==> src/rtl/wb_sequencer.sv <==
// Write-side sequencer for the register file: runs the 5-phase instruction counter,
// latches decode/EX/MEM results and presents rd/wval/regWrite during WB.
module wb_sequencer #(
  parameter int XLEN        = 64,
  parameter int MEM_TIMEOUT = 16
) (
  input  logic            clk,
  input  logic            rst,
  input  logic            stall,
  input  logic            instr_valid,
  input  logic [4:0]      rd_in,
  input  logic            reg_write_in,
  input  logic            mem_to_reg,
  input  logic [2:0]      funct3,
  input  logic [XLEN-1:0] alu_result,
  input  logic [XLEN-1:0] mem_rdata,
  input  logic            mem_ready,
  output logic [2:0]      counter,
  output logic [4:0]      rd,
  output logic [XLEN-1:0] wval,
  output logic            regWrite,
  output logic            instr_done,
  output logic            mem_err
);
  localparam int WW = $clog2(MEM_TIMEOUT + 1);

  typedef enum logic [2:0] {
    PH_IF  = 3'd0,
    PH_ID  = 3'd1,
    PH_EX  = 3'd2,
    PH_MEM = 3'd3,
    PH_WB  = 3'd4
  } phase_e;

  phase_e            phase_q, phase_d;
  logic [WW-1:0]     wait_q, wait_d;
  logic [4:0]        rd_lat_q, rd_lat_d;
  logic              rw_lat_q, rw_lat_d;
  logic              m2r_lat_q, m2r_lat_d;
  logic [2:0]        f3_lat_q, f3_lat_d;
  logic [XLEN-1:0]   alu_lat_q, alu_lat_d;
  logic [4:0]        rd_q, rd_d;
  logic [XLEN-1:0]   wval_q, wval_d;
  logic              regwrite_q, regwrite_d;
  logic              done_q, done_d;
  logic              err_q, err_d;
  logic [XLEN-1:0]   load_ext;

  always_comb begin
    case (f3_lat_q)
      3'b000:  load_ext = {{(XLEN-8){mem_rdata[7]}},   mem_rdata[7:0]};
      3'b001:  load_ext = {{(XLEN-16){mem_rdata[15]}}, mem_rdata[15:0]};
      3'b010:  load_ext = {{(XLEN-32){mem_rdata[31]}}, mem_rdata[31:0]};
      3'b100:  load_ext = {{(XLEN-8){1'b0}},           mem_rdata[7:0]};
      3'b101:  load_ext = {{(XLEN-16){1'b0}},          mem_rdata[15:0]};
      3'b110:  load_ext = {{(XLEN-32){1'b0}},          mem_rdata[31:0]};
      default: load_ext = mem_rdata;
    endcase
  end

  always_comb begin
    phase_d    = phase_q;
    wait_d     = wait_q;
    rd_lat_d   = rd_lat_q;
    rw_lat_d   = rw_lat_q;
    m2r_lat_d  = m2r_lat_q;
    f3_lat_d   = f3_lat_q;
    alu_lat_d  = alu_lat_q;
    rd_d       = rd_q;
    wval_d     = wval_q;
    regwrite_d = regwrite_q;
    done_d     = 1'b0;
    err_d      = 1'b0;
    if (!stall) begin
      case (phase_q)
        PH_IF: if (instr_valid) phase_d = PH_ID;
        PH_ID: begin
          rd_lat_d  = rd_in;
          rw_lat_d  = reg_write_in;
          m2r_lat_d = mem_to_reg;
          f3_lat_d  = funct3;
          phase_d   = PH_EX;
        end
        PH_EX: begin
          alu_lat_d = alu_result;
          phase_d   = PH_MEM;
        end
        PH_MEM: begin
          if (!m2r_lat_q || mem_ready) begin
            rd_d       = rd_lat_q;
            regwrite_d = rw_lat_q && (rd_lat_q != 5'd0);
            wval_d     = m2r_lat_q ? load_ext : alu_lat_q;
            wait_d     = '0;
            phase_d    = PH_WB;
          end else if (wait_q == WW'(MEM_TIMEOUT - 1)) begin
            // This low cycle makes the count reach the limit: abort without a write.
            err_d   = 1'b1;
            wait_d  = '0;
            phase_d = PH_IF;
          end else begin
            wait_d = wait_q + 1'b1;
          end
        end
        PH_WB: begin
          regwrite_d = 1'b0;
          done_d     = 1'b1;
          phase_d    = PH_IF;
        end
        default: phase_d = PH_IF;
      endcase
    end
  end

  always_ff @(posedge clk) begin
    if (rst) begin
      phase_q    <= PH_IF;
      wait_q     <= '0;
      rd_lat_q   <= '0;
      rw_lat_q   <= 1'b0;
      m2r_lat_q  <= 1'b0;
      f3_lat_q   <= '0;
      alu_lat_q  <= '0;
      rd_q       <= '0;
      wval_q     <= '0;
      regwrite_q <= 1'b0;
      done_q     <= 1'b0;
      err_q      <= 1'b0;
    end else begin
      phase_q    <= phase_d;
      wait_q     <= wait_d;
      rd_lat_q   <= rd_lat_d;
      rw_lat_q   <= rw_lat_d;
      m2r_lat_q  <= m2r_lat_d;
      f3_lat_q   <= f3_lat_d;
      alu_lat_q  <= alu_lat_d;
      rd_q       <= rd_d;
      wval_q     <= wval_d;
      regwrite_q <= regwrite_d;
      done_q     <= done_d;
      err_q      <= err_d;
    end
  end

  assign counter    = phase_q;
  assign rd         = rd_q;
  assign wval       = wval_q;
  assign regWrite   = regwrite_q;
  assign instr_done = done_q;
  assign mem_err    = err_q;
endmodule

==> config.mk <==
export PLATFORM = sky130hd
export DESIGN_NAME = wb_sequencer
export DESIGN_NICKNAME = d
export VERILOG_FILES = /design/src/rtl/wb_sequencer.sv
export SDC_FILE = /design/constraint.sdc
export NUM_CORES = 1
export LEC_CHECK = 0
export BUFFER_PORTS_ARGS = -buffer_cell sky130_fd_sc_hd__clkbuf_2
export CORE_UTILIZATION = 40
export CTS_CLUSTER_DIAMETER = 30
export DETAILED_ROUTE_END_ITERATION = 10
export GPL_TIMING_DRIVEN = 0
export PLACE_DENSITY = 0.76
export SYNTH_ARGS = -nofsm -noshare
export SYNTH_HDL_FRONTEND = slang
export SYNTH_SLANG_ARGS = --single-unit
export TNS_END_PERCENT = 1
==> constraint.sdc <==
create_clock -name clk -period 4.65 [get_ports clk]
set_clock_uncertainty 0.1 [all_clocks]
set_input_delay 1.1625 -clock clk [delete_from_list [all_inputs] [get_ports clk]]
set_output_delay 1.1625 -clock clk [all_outputs]
set_load 0.02 [all_outputs]
==> results by group <==
Clock tree
  – CTS tree: done
  – Post-CTS sizing: 0
  – Post-CTS Setup Bufs: 0
  – Clock Tree Buf Depth: 2
  – Clock Latency Late Sink: 0.41 ns
  – Htree depth: 4
  – Clk pin slew, worst setup/hold paths: 0.06 ns
  – Num Clock Sinks: 154
  – Root Driver: clkbuf_16
  – Post-CTS Hold Buffers: 0
  – CTS buffer count: 17

Floorplanning
  – Initial Util: 0.4118
  – # IOs: 218
  – Core Rows: 45
  – Die Height: 127.6 µm
  – Die Wd: 127.6 µm
  – Core area: 0.01531 mm²
  – Die area: 0.01627 mm²

Drt
  – First-pass DRT Iterations: 7
  – Routed Wire Length: 18.66 mm
  – Drt wl/cell: 15.63 µm
  – Total number of vias: 6183
  – Post-DR vias/cell: 5.178
  – 1st-iter DRT viols: 414
  – DRC Markers: 0
  – DRT antenna net count: 0

Worst setup path
  – Worst-path fanout max: 10
  – Arrival @ worst endpoint: 2.76 ns
  – Critical path launch point type: primary input
  – Worst setup EP type: flop
  – Critical Path RT: 4.90 ns
  – WS Path Type: primary input to flop
  – Worst Reg-to-Reg Cells: 6

Synth
  – Post-synth EDFFs: 0
  – Yosys warning total: 0
  – Avg Synthesized Cell Area: 8.581 µm²
  – Main synth FF type: dfxtp_1
  – Post-synth ARST share: 0
  – Syn nets: 879
  – Gate Count Post-Synth: 735
  – Netlist cell types: 45
  – Seq/Total Area, Yosys: 0.4888
  – Register bit total from synthesis: 154
  – Synth Cell Area: 0.006307 mm²

Timing
  – Total Neg Setup Slack: 0 ns
  – Worst slew pin tran: 0.6761 ns
  – Final Hold Fails: 0
  – Final Max Tran Viols: 0
  – Final setup violation count: 0
  – Min Tclk post-route: 2.514 ns
  – Hold slack: 0.3518 ns
  – RSZ-0062 raised after global routing: false
  – Worst slew margin relative to its limit: 0.5493
  – Max frequency: 397.8 MHz
  – Crit share post-route: 0.5406

Finish
  – Fill count: 1480
  – Fin nets: 1114
  – ANT cells: 0
  – Post-layout util: 0.5389
  – Layout area overhead: 30.85%
  – Share of layout cells above drive strength 1: 0.3042

Pwr
  – Switching Share: 0.2336
  – Sw power: 0.6867 mW
  – Int Pwr: 2.253 mW
  – Seq pwr share: 0.456
  – Combinational group share of total power: 0.062
  – Leak Pwr: 3.202 nW
  – Pwr Density: 356.3 mW/mm²
  – Clock Power Share: 0.482
  – VDD IR max: 238.8 µV

Global routing
  – Total track usage: 0.2312
  – GRT overflow: 0
  – Global-route wire length before repair: 29.15 mm
  – Largest net degree at the start of global routing: 17
  – Vias in the first global route: 5740
  – Initial antenna violation count: 0

Status
  – Status: finished, final reports clean

Place
  – Post-DP HPWL: 13.59 mm
  – Port Buffers: 216
  – Gp weighted congestion: 0.8479

Hold path
  – Cells on Worst Hold Path: 2
  – Min-Delay Path Class: flop to flop

Run
  – # Max-Cap Violations: 0
layout by cell type, fill, tap and decap left out, types with 2 or more instances in the layout:
master,instances
a211oi_1,8
a21oi_1,110
a22o_1,8
a22oi_1,32
a31oi_1,2
and2_1,2
buf_1,4
buf_2,21
buf_4,2
buf_6,4
bufinv_16,3
clkbuf_1,35
clkbuf_16,17
clkbuf_2,216
clkinv_2,5
clkinv_4,5
dfxtp_1,154
inv_1,2
mux2i_1,9
nand2_1,168
nand2b_1,2
nand3_1,4
nand3b_1,16
nand4b_1,2
nand4bb_1,2
nor2_1,68
nor3_2,2
nor4_1,3
o21ai_0,8
o2bb2ai_1,15
o2bb2ai_2,17
o41ai_1,16
or3_1,2
synthesized netlist by cell type (all sizes together) (3+ instances only):
cell type | instances | area share
nand2 | 168 | 0.10
mux2i | 9 | 0.014
nor2 | 69 | 0.041
buf | 31 | 0.029
a22oi | 32 | 0.038
dfxtp | 154 | 0.49
nand3b | 16 | 0.019
nor4 | 4 | 0.0063
a211oi | 8 | 0.0095
o41ai | 16 | 0.022
clkbuf | 35 | 0.021
o2bb2ai | 32 | 0.061
o21ai | 8 | 0.0063
a21oi | 110 | 0.087
nor3 | 3 | 0.0040
nand3 | 4 | 0.0032
a22o | 8 | 0.011
metal layers:
layer	GRT usage	vias to the layer above	share of wire
met5	0	-	0
met4	0.08997	0	0.029
met1	0.2827	2867	0.43
met3	0.07286	41	0.073
li1	-	3052	-
met2	0.3796	223	0.47
final timing paths:
check / endpoint / slack, ns / start
min reg2reg: alu_lat_q[62] / 0.35 / alu_lat_q[62]
max: wval[51] / 2.14 / stall
max reg2reg: wval[51] / 2.55 / m2r_lat_q
min: alu_lat_q[62] / 0.35 / alu_lat_q[62]
power by group through the flow:
stage | Sequential [mW] | Clock, mW | Combinational [mW]
CTS | 1.34 | 1.43 | 0.183
global route | 1.34 | 1.49 | 0.201
global placement | 1.37 | 0 | 0.182
detailed placement | 1.37 | 0 | 0.182
floorplan | 1.37 | 0 | 0.0846
finish | 1.34 | 1.42 | 0.183
critical path: stages:
cell       delay, ns
clkbuf_2        0.16
nand4bb_1       0.15
buf_4           0.18
nor2_2          0.09
nor2_1          0.43
buf_1           0.43
o2bb2ai_1       0.16
cell type report:
| cell class | count | area, µm² | share of cell area |
|---|---|---|---|
| Inverter | 2 | 7.507 | 0.0009096 |
| Clock inverter | 15 | 175.2 | 0.02122 |
| Multi-Input combinational cell | 513 | 2905 | 0.3520 |
| Clock buffer | 17 | 425.4 | 0.05155 |
| Tap cell | 211 | 264.0 | 0.03199 |
| Sequential cell | 154 | 3083 | 0.3736 |
| Buffer | 66 | 311.5 | 0.03775 |
| Timing Repair Buffer | 216 | 1081 | 0.1310 |
through the flow:
stage | total power [mW] | std cells | instance area [µm²] | setup slack, ns
after global routing | 3.036 | 1194 | 8253 | 1.970
final | 2.940 | 1194 | 8253 | 2.136
after global placement | 1.552 | 1162 | 7652 | 1.670
after detailed placement | 1.552 | 1162 | 7652 | 1.673
after CTS | 2.959 | 1194 | 8253 | 2.123
after floorplan | 1.455 | 735 | 6307 | 2.252
state kept, by name (all words and copies together), names as in the netlist:
register    flops
counter         3
alu_lat_q      64
f3_lat_q        3
instr_done      1
rd              5
rw_lat_q        1
regWrite        1
m2r_lat_q       1
wait_q          5
wval           64
rd_lat_q        5
mem_err         1
kinds of logic (layout without fill, tap and decap cells):
| family | Yosys count | count (layout) | synth area share |
|---|---|---|---|
| AND/OR/NAND/NOR | 280 | 280 | 0.1936 |
| AO/OA/AOI/OAI | 222 | 222 | 0.2494 |
| buffers and inverters | 68 | 316 | 0.05058 |
| XOR/XNOR | 1 | 1 | 0.001389 |
| flip-flops | 154 | 154 | 0.4888 |
| adder cells (fa/ha/maj) | 1 | 1 | 0.001983 |
| multiplexers | 9 | 9 | 0.01428 |
Power figures use the tool's default switching activity.
